### src/rtl/cond_status_unit.sv
// Condition evaluator and {N,Z,C,V} status register between ID and EXE; optional COND_FLAG_BYPASS_EN.
// Latency: 1 cycle ID accept -> ex_* registered; status write-back visible in sr after the write edge.
// Backpressure: id_ready combinational, drops on flush, pending flag writers, or writer-count saturation.
module cond_status_unit #(
  parameter int MAX_OUT = 3
) (
  input  logic       clk,
  input  logic       rst_n,
  input  logic       id_valid,
  output logic       id_ready,
  input  logic [3:0] id_cond,
  input  logic       id_s,
  input  logic       status_we,
  input  logic [3:0] status_in,
  input  logic       flush,
  output logic [3:0] sr,
  output logic       ex_valid,
  output logic       ex_exec,
  output logic       ex_s,
  output logic [2:0] outstanding
);

  localparam logic [2:0] MAX_CNT = 3'(MAX_OUT);

  typedef enum logic [3:0] {
    COND_EQ = 4'b0000,
    COND_NE = 4'b0001,
    COND_CS = 4'b0010,
    COND_CC = 4'b0011,
    COND_MI = 4'b0100,
    COND_PL = 4'b0101,
    COND_VS = 4'b0110,
    COND_VC = 4'b0111,
    COND_HI = 4'b1000,
    COND_LS = 4'b1001,
    COND_GE = 4'b1010,
    COND_LT = 4'b1011,
    COND_GT = 4'b1100,
    COND_LE = 4'b1101,
    COND_AL = 4'b1110,
    COND_NV = 4'b1111
  } cond_e;

  function automatic logic cond_pass(input logic [3:0] cond, input logic [3:0] f);
    logic n, z, c, v;
    logic res;
    n = f[3];
    z = f[2];
    c = f[1];
    v = f[0];
    case (cond_e'(cond))
      COND_EQ: res = z;
      COND_NE: res = !z;
      COND_CS: res = c;
      COND_CC: res = !c;
      COND_MI: res = n;
      COND_PL: res = !n;
      COND_VS: res = v;
      COND_VC: res = !v;
      COND_HI: res = c & !z;
      COND_LS: res = !c | z;
      COND_GE: res = (n == v);
      COND_LT: res = (n != v);
      COND_GT: res = !z & (n == v);
      COND_LE: res = z | (n != v);
      COND_AL: res = 1'b1;
      default: res = 1'b0;
    endcase
    return res;
  endfunction

  logic       uncond;
  logic       bypass;
  logic [3:0] ef;
  logic       cond_wait;
  logic       s_full;
  logic       pass;
  logic       accept;
  logic       cnt_inc;
  logic       cnt_dec;
  logic [2:0] outstanding_nxt;

  assign uncond = (id_cond == COND_AL) | (id_cond == COND_NV);

`ifdef COND_FLAG_BYPASS_EN
  // The single pending writer is retiring now, so its flags can be used directly.
  assign bypass = status_we & (outstanding == 3'd1);
`else
  assign bypass = 1'b0;
`endif

  assign ef        = bypass ? status_in : sr;
  assign cond_wait = !uncond & (outstanding != 3'd0) & !bypass;
  assign s_full    = id_s & (outstanding == MAX_CNT);
  assign id_ready  = !flush & !cond_wait & !s_full;
  assign pass      = cond_pass(id_cond, ef);
  assign accept    = id_valid & id_ready;
  assign cnt_inc   = accept & id_s & pass;
  assign cnt_dec   = status_we & (outstanding != 3'd0);

  always_comb begin
    outstanding_nxt = outstanding;
    if (flush) begin
      outstanding_nxt = 3'd0;
    end else if (cnt_inc & !cnt_dec) begin
      outstanding_nxt = outstanding + 3'd1;
    end else if (cnt_dec & !cnt_inc) begin
      outstanding_nxt = outstanding - 3'd1;
    end
  end

  always_ff @(posedge clk or negedge rst_n) begin
    if (!rst_n) begin
      sr          <= 4'b0000;
      outstanding <= 3'd0;
    end else begin
      if (status_we) begin
        sr <= status_in;
      end
      outstanding <= outstanding_nxt;
    end
  end

  // accept is already low under flush, so a flush naturally produces a bubble.
  always_ff @(posedge clk or negedge rst_n) begin
    if (!rst_n) begin
      ex_valid <= 1'b0;
      ex_exec  <= 1'b0;
      ex_s     <= 1'b0;
    end else begin
      ex_valid <= accept;
      ex_exec  <= accept & pass;
      ex_s     <= accept & pass & id_s;
    end
  end

endmodule
### config.mk
export PLATFORM = sky130hd
export DESIGN_NAME = cond_status_unit
export DESIGN_NICKNAME = d
export VERILOG_FILES = /design/src/rtl/cond_status_unit.sv
export SDC_FILE = /design/constraint.sdc
export NUM_CORES = 1
export LEC_CHECK = 0
export CAP_MARGIN = 5
export CORE_UTILIZATION = 30
export DETAILED_ROUTE_END_ITERATION = 8
export GPL_ROUTABILITY_DRIVEN = 0
export HOLD_SLACK_MARGIN = 0.1
export PLACE_DENSITY_LB_ADDON = 0.12
export REMOVE_ABC_BUFFERS = 1
export SYNTH_ARGS = -nofsm -noshare
export SYNTH_HDL_FRONTEND = slang
export SYNTH_SLANG_ARGS = --single-unit
### constraint.sdc
create_clock -name clk -period 3.04 [get_ports clk]
set_clock_uncertainty 0.05 [all_clocks]
set_input_delay 0.304 -clock clk [delete_from_list [all_inputs] [get_ports clk]]
set_output_delay 0.304 -clock clk [all_outputs]
set_load 0.1 [all_outputs]
==> out/metrics.csv, run 1 <==
metric,value,unit
run status,finished clean,
share of the cycle needed by the critical path after routing,89.4,%
portion of the post-synthesis area used by sequential elements,35.0,%
Final Hold Slack,0.301,ns
clock tree from TritonCTS,yes,
FMAX,368,MHz
number of register bits inferred by synthesis,10,
FF-to-FF Start,sr[3],
highest net fanout along the worst path,4,
number of antenna violations at the first check in global routing,0,
vias post-DR,631,
DRT iter0 DRCs,8,
worst setup path class,primary input to flop,
slowest stage cell on the critical path,sky130_fd_sc_hd__clkdlybuf4s50_1,
ratio of cells with drive above 1 in the final layout,31.7,%
worst slack at placement,0.0211,ns
highest cell delay on the worst timing path,0.52,ns
final cell count without fillers,132,
I/O Buffers,24,
series of cell instances along the critical path,"clkdlybuf4s50_1, or3b_1, a21oi_2, nor4b_2, a221oi_2, nor3_1, fa_1, and2_1, mux2i_1, mux2_1",
clock-pin slew on the worst setup and hold paths,0.07,ns
number of warnings issued by yosys,0,
number of placed I/O pins,25,
post-route worst setup slack,0.322,ns
total power per unit cell area,714,nW/um^2
minimum period implied by the final worst setup slack,2.72,ns
post-route core utilization,45.5,%
Register-to-Register Path Depth,9,
"commonest non-fill, non-tap cells in the layout","17 x sky130_fd_sc_hd__buf_4, 13 x sky130_fd_sc_hd__clkdlybuf4s50_1, 10 x sky130_fd_sc_hd__nor2_1, 10 x sky130_fd_sc_hd__dfrtp_1",
drt via density,4.78,
number of global-route vias before repair,630,
# Max-Cap Violations,0,
number of buffers created by CTS,3,
area growth from synthesis to layout,42.2,%
Reg area,250,um^2
post-detailed-route count of antenna-violating nets,0,
Post-CTS Setup Bufs,0,
dpl cells,128,
register-to-register setup slack,0.40,ns
wire length of the first global-routing pass,2720,um
Setup Viol. Count Final,0,
most common flop cell mapped by yosys,sky130_fd_sc_hd__dfrtp_1,
aggregate global-route resource usage,14.3,%
measured slew at the worst slew-check pin,0.458,ns
Post-Route WL,1590,um
WP data required,3.14,ns
Leakage Power,0.435,nW
vertical die dimension,50.8,um
count of different cell masters after synthesis,33,
CP endpoint kind,flop,
data arrival at the endpoint of the critical path,2.82,ns
starting density of the core,32.0,%
GRT Residual Overflow,0,
CTS Root Buffer Type,sky130_fd_sc_hd__clkbuf_4,
Final Hold Fails,0,
CORE AREA,2230,um^2
post-layout power,0.725,mW
mean routed wirelength per cell,12.0,um
final total negative setup slack,0,ns
site row count,17,
VDD IR-drop max,0.405,mV
number of inserted filler cells in the final layout,232,
Clock Sink Count,10,
"most common cell after layout, fill and taps aside",sky130_fd_sc_hd__buf_4,
critical register-to-register path endpoint,outstanding[2],
pin count of the biggest net entering global routing,11,
Post-CTS Hold Fix Bufs,0,
Syn Area/Cell,9.79,um^2
RSZ-0062 raised after global routing,false,
drt first pass iters,4,
HP Class,primary input to asynchronous set/reset pin,
footprint of the multi-input gates,429,um^2
"EDFF count, synth",0,
Resized Gates After CTS,0,
cell area after layout,1020,um^2
cell count after synthesis,73,
diodes inserted,0,
maximum buffer depth of the clock tree,2,
number of remaining DRC errors,0,
"Clk Latency, worst-skew pair",0.26,ns
placed wire-length estimate after detailed placement,1260,um
share of synthesized registers carrying an async set or reset,100,%
startpoint types,primary input,
H-Tree Level Count,1,
Max transition margin,69.3,%
area of placed instances,980,um^2
netlist area before placement,714,um^2
Die Footprint,2580,um^2
net count reported at finish,120,
Slew Limit Fails,0,
die span in x,50.8,um
[worst max path at each step]
| stage | endpoint | slack (ns) | startpoint |
|---|---|---|---|
| after detailed placement | outstanding[2] | 0.02 | id_cond[2] |
| after CTS | outstanding[2] | 0.30 | id_cond[2] |
| after global placement | outstanding[2] | 0.07 | id_cond[2] |
| final | outstanding[2] | 0.32 | id_cond[2] |
| after floorplan | outstanding[2] | -1.02 | outstanding[2] |
| after global routing | outstanding[2] | 0.18 | id_cond[2] |
[flip-flops by register name, indices dropped and copies added, names as in the netlist]
name         cells
sr               4
outstanding      3
ex_exec          1
ex_s             1
ex_valid         1
[per-layer routing]
layer / vias to the layer above / routed length, um / GRT usage [%]
li1: 314 / - / -
met3: 2 / 52 / 2.12
met2: 11 / 780 / 23.3
met1: 304 / 737 / 17.7
met4: 0 / 16 / 8.33
met5: - / 0 / 0
[cell families (layout without fill, tap and decap cells)]
logic type / count (synthesis) / in the layout / synth area share, %
buffers and inverters: 5 / 36 / 4.90
DFF: 10 / 10 / 35.0
muxes: 9 / 9 / 13.8
adders and majority gates: 1 / 1 / 2.80
xor gates and xnor gates: 4 / 4 / 5.96
AOI/OAI and AO/OA: 11 / 11 / 11.0
and+or+nand+nor: 33 / 33 / 26.4
[Yosys cell counts (all sizes together), types with 3 or more instances]
| cell | instances | share of area (%) |
|---|---|---|
| a21oi | 6 | 5.3 |
| and2 | 3 | 2.6 |
| buf | 3 | 3.9 |
| dfrtp | 10 | 35 |
| mux2 | 7 | 11 |
| nand2 | 4 | 2.1 |
| nand2b | 3 | 3.0 |
| nor2 | 11 | 6.1 |
| xnor2 | 3 | 4.7 |
[cell type report]
type	instances	share of cell area, %
Multi-Input combinational cell	58	42.2
Tap cell	28	3.45
Sequential cell	10	24.6
Timing Repair Buffer	30	25.4
Inverter	2	0.739
Clock buffer	4	3.57
[worst max-delay path, delay by kind of cell]
kind | cells | cell delay [ns]
and+or+nand+nor | 4 | 0.70
buffers and inverters | 1 | 0.52
AOI/OAI and AO/OA | 2 | 0.46
muxes | 2 | 0.46
adders and majority gates | 1 | 0.38
[power breakdown]
part | switching [mW] | internal [mW]
clock | 0.0485 | 0.0727
combinational | 0.295 | 0.130
sequential | 0.0228 | 0.155
total | 0.366 | 0.359
Note: power is estimated with default switching activity, not from simulation.
==> inputs of run 2 (changes only) <==
--- a/config.mk
+++ b/config.mk
@@ -5,7 +5,7 @@
 export SDC_FILE = /design/constraint.sdc
 export NUM_CORES = 1
 export LEC_CHECK = 0
-export CAP_MARGIN = 5
+export CAP_MARGIN = 20
 export CORE_UTILIZATION = 30
 export DETAILED_ROUTE_END_ITERATION = 8
 export GPL_ROUTABILITY_DRIVEN = 0
==> results of run 2 <==
The final DEF is identical to that of run 1; final timing and power are the same.
==> inputs of run 3 (changes only) <==
--- a/config.mk
+++ b/config.mk
@@ -8,9 +8,10 @@
 export CAP_MARGIN = 20
 export CORE_UTILIZATION = 30
 export DETAILED_ROUTE_END_ITERATION = 8
+export DONT_BUFFER_PORTS = 1
 export GPL_ROUTABILITY_DRIVEN = 0
 export HOLD_SLACK_MARGIN = 0.1
-export PLACE_DENSITY_LB_ADDON = 0.12
+export PLACE_DENSITY = 0.43
 export REMOVE_ABC_BUFFERS = 1
 export SYNTH_ARGS = -nofsm -noshare
 export SYNTH_HDL_FRONTEND = slang
==> out/metrics.csv, run 3 (synthesis results as in run 1) <==
metric,value,unit
run status,finished clean,
FF-to-FF Start,sr[3],
vertical die dimension,50.8,um
starting density of the core,32.0,%
Setup Viol. Count Final,0,
internal power of the cells,0.328,mW
HP Class,primary input to flop,
critical register-to-register path endpoint,outstanding[2],
CORE AREA,2230,um^2
H-Tree Level Count,1,
measured slew at the worst slew-check pin,0.875,ns
pin count of the biggest net entering global routing,11,
startpoint types,flop,
number of antenna violations at the first check in global routing,0,
"commonest non-fill, non-tap cells in the layout","10 x sky130_fd_sc_hd__nor2_1, 10 x sky130_fd_sc_hd__dfrtp_1, 8 x sky130_fd_sc_hd__buf_4",
I/O Buffers,0,
maximum buffer depth of the clock tree,2,
highest net fanout along the worst path,5,
Critical path origin,sr[3],
hold worst-path end,sr[0],
Slew Limit Fails,0,
final cell count without fillers,111,
Post-CTS Hold Fix Bufs,1,
Sequential Power Share,30.1,%
"Clk Latency, worst-skew pair",0.26,ns
Largest register FFs,4,
# Max-Cap Violations,0,
clock-pin slew on the worst setup and hold paths,0.07,ns
startpoint of the lowest-slack hold path,status_in[0],
site row count,17,
footprint of the multi-input gates,433,um^2
reported net switching power,0.358,mW
Hold Path Depth,1,
minimum period implied by the final worst setup slack,2.76,ns
number of inserted filler cells in the final layout,238,
Leakage Power,0.344,nW
worst setup path class,flop to flop,
Reg with most FFs,sr,
CP endpoint kind,flop,
Combinational Power Share,52.0,%
Post-Route WL,1490,um
number of placed I/O pins,25,
diodes inserted,0,
VDD IR-drop max,0.438,mV
number of buffers created by CTS,3,
WP data required,3.14,ns
largest registers in the final layout,"sr: 4 flops, outstanding: 3 flops",
Max transition margin,41.7,%
cell area after layout,832,um^2
total power per unit cell area,825,nW/um^2
Post-CTS Setup Bufs,0,
GRT Residual Overflow,0,
Register-to-Register Path Depth,9,
ratio of cells with drive above 1 in the final layout,30.1,%
DRT iter0 DRCs,6,
placed wire-length estimate after detailed placement,1180,um
die span in x,50.8,um
share of the cycle needed by the critical path after routing,90.9,%
area of placed instances,786,um^2
post-detailed-route count of antenna-violating nets,0,
Die Footprint,2580,um^2
dpl cells,106,
wire length of the first global-routing pass,2530,um
FMAX,362,MHz
Final Hold Fails,0,
mean routed wirelength per cell,13.4,um
Clk pwr share,17.9,%
drt via density,4.83,
number of remaining DRC errors,0,
RSZ-0062 raised after global routing,false,
post-route core utilization,37.3,%
vias post-DR,536,
clock tree from TritonCTS,yes,
drt first pass iters,4,
net count reported at finish,99,
Resized Gates After CTS,0,
data arrival at the endpoint of the critical path,2.86,ns
Reg area,250,um^2
area growth from synthesis to layout,16.5,%
CTS Root Buffer Type,sky130_fd_sc_hd__clkbuf_4,
Net Sw Frac,52.2,%
number of global-route vias before repair,537,
aggregate global-route resource usage,13.7,%
register-to-register setup slack,0.28,ns
Clock Sink Count,10,
==> run 3: power groups by stage <==
stage	Combinational (mW)	Sequential (mW)	Clock, mW
floorplan	0.156	0.341	0
global placement	0.352	0.210	0
detailed placement	0.355	0.210	0
CTS	0.359	0.207	0.127
global route	0.380	0.212	0.136
finish	0.357	0.207	0.123
==> run 3: worst max path at each step <==
stage,endpoint,slack (ns),cells after the start
3_3_place_gp,outstanding[2],0.26,9
4_1_cts,outstanding[2],0.27,9
3_5_place_dp,outstanding[2],0.28,9
2_1_floorplan,outstanding[2],-1.02,8
6_report,outstanding[2],0.28,9
5_1_grt,outstanding[2],0.12,9
==> run 3: worst max-delay path, cell delays in order, from the launching register on <==
cell and delay, ns:
sky130_fd_sc_hd__dfrtp_1 0.42, sky130_fd_sc_hd__or3b_1 0.40, sky130_fd_sc_hd__a21oi_2 0.15, sky130_fd_sc_hd__nor4b_2 0.06
sky130_fd_sc_hd__a221oi_2 0.39, sky130_fd_sc_hd__nor3_1 0.12, sky130_fd_sc_hd__fa_1 0.40, sky130_fd_sc_hd__and2_1 0.15
sky130_fd_sc_hd__mux2i_1 0.15, sky130_fd_sc_hd__mux2_1 0.34
==> run 3: metrics by stage <==
| stage | power (mW) | hold WS (ns) | worst slack (ns) | TNS (ns) |
|---|---|---|---|---|
| after floorplan | 0.497 | -0.0416 | -1.02 | -3.03 |
| after global placement | 0.563 | -0.0414 | 0.257 | 0 |
| after detailed placement | 0.565 | -0.0414 | 0.276 | 0 |
| after CTS | 0.693 | 0.132 | 0.273 | 0 |
| after global routing | 0.728 | 0.115 | 0.117 | 0 |
| final | 0.686 | 0.137 | 0.277 | 0 |
==> run 3: area by class of cell <==
class | instances | area share (%)
Multi-Input combinational cell | 58 | 52.0
Inverter | 2 | 0.902
Timing Repair Buffer | 9 | 8.42
Clock buffer | 4 | 4.36
Sequential cell | 10 | 30.1
Tap cell | 28 | 4.21
==> run 3: routing by layer <==
layer | GRT usage [%] | part of all wire, %
met4 | 8.33 | 0.67
met3 | 3.94 | 5.9
met5 | 0 | 0
met1 | 18.0 | 49
met2 | 19.6 | 44
